===== src/rtl/gray_sync_rx.sv =====
// Receives a gray-coded count from a slower foreign clock domain, synchronises and decodes it,
// and reports each change with its modular step. Multi-bit gray steps are flagged and counted.
module gray_sync_rx #(
  parameter int WIDTH       = 4,
  parameter int SYNC_STAGES = 2,
  parameter int ERR_CNT_W   = 8
) (
  input  logic                 i_clk,
  input  logic                 i_rst_n,
  input  logic [WIDTH-1:0]     i_gray_async,
  input  logic                 i_err_clr,
  output logic [WIDTH-1:0]     o_gray_sync,
  output logic [WIDTH-1:0]     o_bin,
  output logic                 o_valid,
  output logic [WIDTH-1:0]     o_delta,
  output logic                 o_init,
  output logic                 o_err,
  output logic [ERR_CNT_W-1:0] o_err_cnt
);

  localparam logic [2:0]           SETTLE_N = 3'(SYNC_STAGES);
  localparam logic [WIDTH-1:0]     ONE_W    = WIDTH'(1);
  localparam logic [ERR_CNT_W-1:0] ONE_CNT  = ERR_CNT_W'(1);

  function automatic logic [WIDTH-1:0] gray2bin(input logic [WIDTH-1:0] g);
    logic [WIDTH-1:0] b;
    b[WIDTH-1] = g[WIDTH-1];
    for (int i = WIDTH - 2; i >= 0; i--) b[i] = b[i+1] ^ g[i];
    return b;
  endfunction

  function automatic logic [ERR_CNT_W-1:0] sat_inc(input logic [ERR_CNT_W-1:0] c);
    return (c == '1) ? c : c + ONE_CNT;
  endfunction

  (* ASYNC_REG = "TRUE" *) logic [WIDTH-1:0] r_sync [SYNC_STAGES];
  logic [WIDTH-1:0]     r_gprev;
  logic [WIDTH-1:0]     r_bin;
  logic [WIDTH-1:0]     r_delta;
  logic [2:0]           r_settle;
  logic                 r_init;
  logic                 r_valid;
  logic                 r_err;
  logic [ERR_CNT_W-1:0] r_err_cnt;

  logic [WIDTH-1:0] w_gsync;
  logic [WIDTH-1:0] w_diff;
  logic [WIDTH-1:0] w_bin_new;
  logic             w_settled;
  logic             w_change;
  logic             w_illegal;

  assign w_gsync   = r_sync[SYNC_STAGES-1];
  assign w_diff    = w_gsync ^ r_gprev;
  assign w_bin_new = gray2bin(w_gsync);
  assign w_settled = (r_settle == SETTLE_N);
  assign w_change  = r_init && (w_diff != '0);
  // Clearing the lowest set bit leaves something only when two or more bits flipped.
  assign w_illegal = w_change && ((w_diff & (w_diff - ONE_W)) != '0);

  always_ff @(posedge i_clk or negedge i_rst_n) begin
    if (!i_rst_n) begin
      for (int k = 0; k < SYNC_STAGES; k++) r_sync[k] <= '0;
    end else begin
      r_sync[0] <= i_gray_async;
      for (int k = 1; k < SYNC_STAGES; k++) r_sync[k] <= r_sync[k-1];
    end
  end

  // Wait for the chain to flush reset zeros before taking the baseline.
  always_ff @(posedge i_clk or negedge i_rst_n) begin
    if (!i_rst_n) begin
      r_settle <= '0;
      r_init   <= 1'b0;
    end else if (!r_init) begin
      if (w_settled) r_init <= 1'b1;
      else           r_settle <= r_settle + 3'd1;
    end
  end

  always_ff @(posedge i_clk or negedge i_rst_n) begin
    if (!i_rst_n) begin
      r_gprev <= '0;
      r_bin   <= '0;
      r_delta <= '0;
      r_valid <= 1'b0;
    end else begin
      r_valid <= 1'b0;
      if (!r_init && w_settled) begin
        r_gprev <= w_gsync;
        r_bin   <= w_bin_new;
      end else if (w_change) begin
        r_valid <= 1'b1;
        r_gprev <= w_gsync;
        r_bin   <= w_bin_new;
        r_delta <= w_bin_new - r_bin;
      end
    end
  end

  always_ff @(posedge i_clk or negedge i_rst_n) begin
    if (!i_rst_n) begin
      r_err     <= 1'b0;
      r_err_cnt <= '0;
    end else if (i_err_clr) begin
      r_err     <= 1'b0;
      r_err_cnt <= '0;
    end else if (w_illegal) begin
      r_err     <= 1'b1;
      r_err_cnt <= sat_inc(r_err_cnt);
    end
  end

  assign o_gray_sync = w_gsync;
  assign o_bin       = r_bin;
  assign o_valid     = r_valid;
  assign o_delta     = r_delta;
  assign o_init      = r_init;
  assign o_err       = r_err;
  assign o_err_cnt   = r_err_cnt;

endmodule


===== config.mk =====
export PLATFORM = sky130hd
export DESIGN_NAME = gray_sync_rx
export DESIGN_NICKNAME = d
export VERILOG_FILES = /design/src/rtl/gray_sync_rx.sv
export SDC_FILE = /design/constraint.sdc
export NUM_CORES = 1
export LEC_CHECK = 0
export ABC_AREA = 0
export CORE_ASPECT_RATIO = 0.5
export CORE_MARGIN = 2
export CORE_UTILIZATION = 35
export DETAILED_ROUTE_END_ITERATION = 8
export SLEW_MARGIN = 20
export SYNTH_ARGS = -nofsm -noshare
export SYNTH_HDL_FRONTEND = slang
export SYNTH_SLANG_ARGS = --single-unit

===== constraint.sdc =====
create_clock -name i_clk -period 6 [get_ports i_clk]
set_input_delay 1.2 -clock i_clk [delete_from_list [all_inputs] [get_ports i_clk]]
set_output_delay 1.2 -clock i_clk [all_outputs]
set_load 0.005 [all_outputs]

==> impl_metrics.ini, run 1 <==
[run_status]
status = complete, no violations

[sta]
slew_headroom_pct = 65.6
hold_viol_final = 0
period_needed_ns = 2.47
tns_ns = 0
clock.fmax_mhz = 404
clock_skew_ns = 0.00776
layout_setup_ws_ns = 3.53
drv_slew = 0
worst_pin_slew_ns = 0.513
post-route-period-util_pct = 41.2
finalSetupViolCount = 0
rsz0062_at_grt = false

[synthesis]
synthesis.area_um2 = 1580
synthDominantCellAreaShare_pct = 52.3
synth_fp_nets = 153
synth_cell_types = 31
synthMuxAreaShare_pct = 9.74
avgSynthCellArea_um2 = 11.4
yosys-top-cells-area = dfrtp_1, mux2_2, ha_1
synth_edf_count = 0
synth_compound_area_share_pct = 9.98
syn-instance-count = 139
synth-seq-cells = 33
synth_top_family_by_area = simple AND/OR/NAND/NOR gates
synth_fa_ha_area_share_pct = 6.02
yosys.area_share.simple_pct = 11.0
synth_top_area_cell = dfrtp_1
ys.flop_type = dfrtp_1
yosys.area_share.xor_xnor_pct = 5.54
async_reset_ff_share_pct = 100
ys_warn_count = 0
seq_area_frac_synth_pct = 52.3

[placement]
dp.cells = 220
gp_congestion = 0.696
dpl.hpwl_um = 1980
port_buffers = 29
dp_slack_ns = 3.51

[pwr]
total_leakage_power_nw = 0.851
power_density_nw_per_um2 = 294
irDropWorstVdd_v = 0.0000984
power.total_uw = 591

[layout]
antenna_cells = 0
drive_gt1_share_pct = 15.2
final_cells = 228
layout.nets = 184
syn_to_final_growth_pct = 27.2

[critical_path]
cp.buffers_inverters = 1
end_kind = primary output
critPathArrivalTime_ns = 1.27
slowest_delay_ns = 0.54
crit_family = buffers and inverters
cp_slowest_cell = clkdlybuf4s50_1
worstPathMaxFanout = 7
start_kind = flop
required_ns = 4.80
critical_path_class = reg -> out
path_cells = clkdlybuf4s50_1

[floorplanning]
die_y_um = 51.5
rows = 17
io_pins = 30
dieArea_um2 = 5100
core_um2 = 4360
die_x_um = 99.0
start_util_pct = 36.2

[routing]
wl_um = 2720
vias = 1066
drt-vias-per-instance = 4.68
drc = 0
postRouteAntennaNets = 0
drtIter0Drc = 31
dr.pass1.iters = 4
drt-wirelength-per-cell_um = 11.9

[global_route]
grt-ovfl-total = 0
antenna_found_initial = 0
grt_pass1_wl_um = 4690
grt_max_degree = 34
grt_pass1_vias = 1013
grt.total_usage_pct = 12.3

[clock_tree]
root_buffer = clkbuf_8
cts-resized-gates = 0
numCtsBuffers = 5
cts_tree = yes
path_clk_slew_ns = 0.07
htreeDepth = 2
post_cts_buffers = 0
cts_buffer_depth = 2
clkLatencyLatePin_ns = 0.28
clkSinkCount = 33
cts_hold_buffers = 0

[flow_run]
maxCapViolCount = 0

[min_path]
hold_path.class = reg -> reg
==> per-stage QoR <==
stage                     hold WS, ns  util, %  area (um^2)
after floorplan                 0.331        -         1580
after global placement          0.333     43.8         1910
after detailed placement        0.336     43.8         1910
after CTS                       0.351     46.1         2010
after global routing            0.353     46.1         2010
final                           0.349     46.1         2010
==> layer usage <==
layer,routed length [um],up-vias,track usage [%]
met5,0,-,0
met4,41,0,6.16
met3,134,4,4.30
met2,1210,24,18.8
met1,1330,504,15.6
li1,-,534,-
==> logic make-up after synthesis <==
logic type,after synthesis
buffers and inverters,18
adder cells (fa/ha/maj),7
XOR/XNOR,10
flip-flops,33
AO/OA/AOI/OAI,23
AND/OR/NAND/NOR,34
multiplexers,14
==> power by group <==
group          internal [mW]  switching [mW]
Clock                  0.104          0.0802
Combinational         0.0809          0.0564
Sequential             0.250          0.0191
==> cells in the mapped netlist, types with 2 or more instances <==
master	instances
dfrtp_1	33
inv_1	11
mux2_2	11
nor2_1	9
a21oi_1	7
o21ai_0	7
xnor2_1	7
ha_1	6
nand2_1	6
nor2b_1	6
buf_4	5
nand3_1	4
nor4_1	4
mux2i_1	3
xor2_1	3
nand2b_1	2
==> layout make-up <==
type                       instances  area [um^2]
fill                             410         2350
clock buffer                       7         96.3
inverter                          12         45.0
timing repair buffer              30          298
sequential                        33          826
tap                               57         71.3
multi-input combinational         88          668
clock inverter                     1         5.00
==> worst paths after layout <==
check | startpoint | to | slack [ns] | cells after the start
worst max-delay path | o_err_cnt[3] | o_err_cnt[3] | 3.53 | 1
worst min-delay path | r_sync[7] | o_gray_sync[3] | 0.35 | 0
worst max register to register | o_gray_sync[3] | o_delta[3] | 3.68 | 9
worst min register to register | r_sync[7] | o_gray_sync[3] | 0.35 | 0
max in group asynchronous | i_rst_n | o_err_cnt[0] | 4.38 | 2
min in group asynchronous | i_rst_n | r_sync[5] | 1.32 | 2
==> state kept, by name, indices dropped and copies added, names as in the netlist, 3 cells and up <==
signal       count
o_err_cnt        8
o_gray_sync      4
r_sync           4
r_gprev          4
o_delta          4
o_bin            3
r_settle         3
==> layout by cell type (no fill, tap or decap), types with 2 or more instances in the layout <==
master	instances
dfrtp_1	33
nand2b_1	2
o21ai_0	7
nand2_1	6
xor2_1	3
clkbuf_8	7
xnor2_1	7
nor2b_1	6
mux2_2	11
clkdlybuf4s50_1	29
ha_1	6
nor2_1	9
nor4_1	4
nand3_1	4
mux2i_1	3
inv_1	11
a21oi_1	7
Note: power is estimated with default switching activity, not from simulation.
==> inputs of run 2 (changes only) <==
==> constraint.sdc (replaced) <==
create_clock -name i_clk -period 2.25 [get_ports i_clk]
set_input_delay 0.45 -clock i_clk [delete_from_list [all_inputs] [get_ports i_clk]]
set_output_delay 0.45 -clock i_clk [all_outputs]
set_load 0.005 [all_outputs]
==> run 2 against run 1 <==
- global-route usage up 0.18 points
- cell area is 2.6% higher
- cell count is 2.6% higher
- critical path depth is 8 higher
- largest power group unchanged
==> impl_metrics.ini, run 2 (synthesized netlist as in run 1, its figures left out) <==
[layout]
layout.nets = 191
final_cells = 234
final_common_cell = dfrtp_1
mostFrequentLayoutCells = dfrtp_1, clkdlybuf4s50_1, inv_1, mux2_2, nor2_1
drive_gt1_share_pct = 18.6
largest_reg_flops = 8
syn_to_final_growth_pct = 30.5
nFillCells = 389
antenna_cells = 0
fin_util_pct = 47.3

[floorplanning]
core_um2 = 4360
die_x_um = 99.0
die_y_um = 51.5
io_pins = 30
rows = 17
start_util_pct = 36.2
dieArea_um2 = 5100

[sta]
period_needed_ns = 2.11
post-route-period-util_pct = 94.0
rsz0062_at_grt = false
clock_skew_ns = 0.00493
worst_pin_slew_ns = 0.518
tns_ns = 0
hold_ws_ns = 0.349
drv_slew = 0
finalSetupViolCount = 0
clock.fmax_mhz = 473
slew_headroom_pct = 65.4
hold_viol_final = 0

[critical_path]
worstPathMaxFanout = 4
cp.buffers_inverters = 1
crit_family = XOR/XNOR gates
r2r_setup_slack_ns = 0.14
crit_start = o_gray_sync[3]
slowest_delay_ns = 0.40
end_kind = flop
r2r-end = o_delta[3]
critical_path_class = reg -> reg
critPathArrivalTime_ns = 2.28
path_cells = xor2_2 > xnor2_2 > xor2_1 > ha_1 > inv_1 > a21o_1 > a21oi_1 > xnor2_1 > mux2_2
start_kind = flop
reg2reg_from = o_gray_sync[3]
cp_slowest_cell = dfrtp_1
required_ns = 2.42
worstRegToRegCells = 9

[global_route]
grt_pass1_wl_um = 4840
grt_pass1_vias = 1138
antenna_found_initial = 0
grt.total_usage_pct = 12.4
grt-ovfl-total = 0
grt_max_degree = 34

[clock_tree]
cts_hold_buffers = 0
clkLatencyLatePin_ns = 0.28
cts_tree = yes
clkSinkCount = 33
cts_buffer_depth = 2
path_clk_slew_ns = 0.06
numCtsBuffers = 5
htreeDepth = 2
root_buffer = clkbuf_8

[min_path]
hold_depth = 0
hold_path.class = reg -> reg
hp-start = r_sync[4]
hold_end = o_gray_sync[0]

[flow_run]
maxCapViolCount = 0

[routing]
drt-vias-per-instance = 4.74
dr.pass1.iters = 4
postRouteAntennaNets = 0
drt-wirelength-per-cell_um = 11.9
drtIter0Drc = 33
vias = 1110
wl_um = 2780
drc = 0

[run_status]
status = complete, no violations

[placement]
dpl.hpwl_um = 2040
dp.cells = 227
port_buffers = 29
gp_congestion = 0.826

[pwr]
irDropWorstVdd_v = 0.000261
power_density_nw_per_um2 = 753
total_leakage_power_nw = 0.882
## run 2: per-layer routing
layer	vias to the layer above	part of all wire, %	routed length, um	global-route usage, %
li1	542	-	-	-
met3	7	4.0	111	3.63
met5	-	0	0	0
met1	540	46	1290	14.9
met2	21	47	1310	20.3
met4	0	2.4	66	7.53
## run 2: area by class of cell
class	count	area (um^2)	area share (%)
multi-input cells	88	683	33.1
inverters	12	45.0	2.18
flip-flops and latches	33	826	40.0
clock buffers	7	86.3	4.19
well taps	57	71.3	3.46
repair buffers	37	350	17.0
## run 2: how the worst max path moves through the flow
stage	to	cells after the start
after global routing	o_delta[3]	9
final	o_delta[3]	9
after detailed placement	o_delta[3]	9
after CTS	o_delta[3]	9
after floorplan	o_delta[3]	9
after global placement	o_delta[3]	9
## run 2: through the flow
stage	power (mW)	instance area, um^2	worst slack, ns
detailed placement	1.12	1960	0.0286
finish	1.55	2060	0.136
global placement	1.12	1960	0.165
CTS	1.57	2050	0.0158
floorplan	0.913	1580	0.121
global route	1.65	2060	0.00832
## run 2: report_power, final
group | internal, mW | switching, mW | total (mW)
clock | 0.242 | 0.203 | 0.446
sequential | 0.668 | 0.0534 | 0.722
combinational | 0.233 | 0.151 | 0.384
## run 2: what timing repair did
action,in CTS,in global routing
buffers inserted,0,0
setup endpoints to repair,0,1
gates resized for setup,0,2
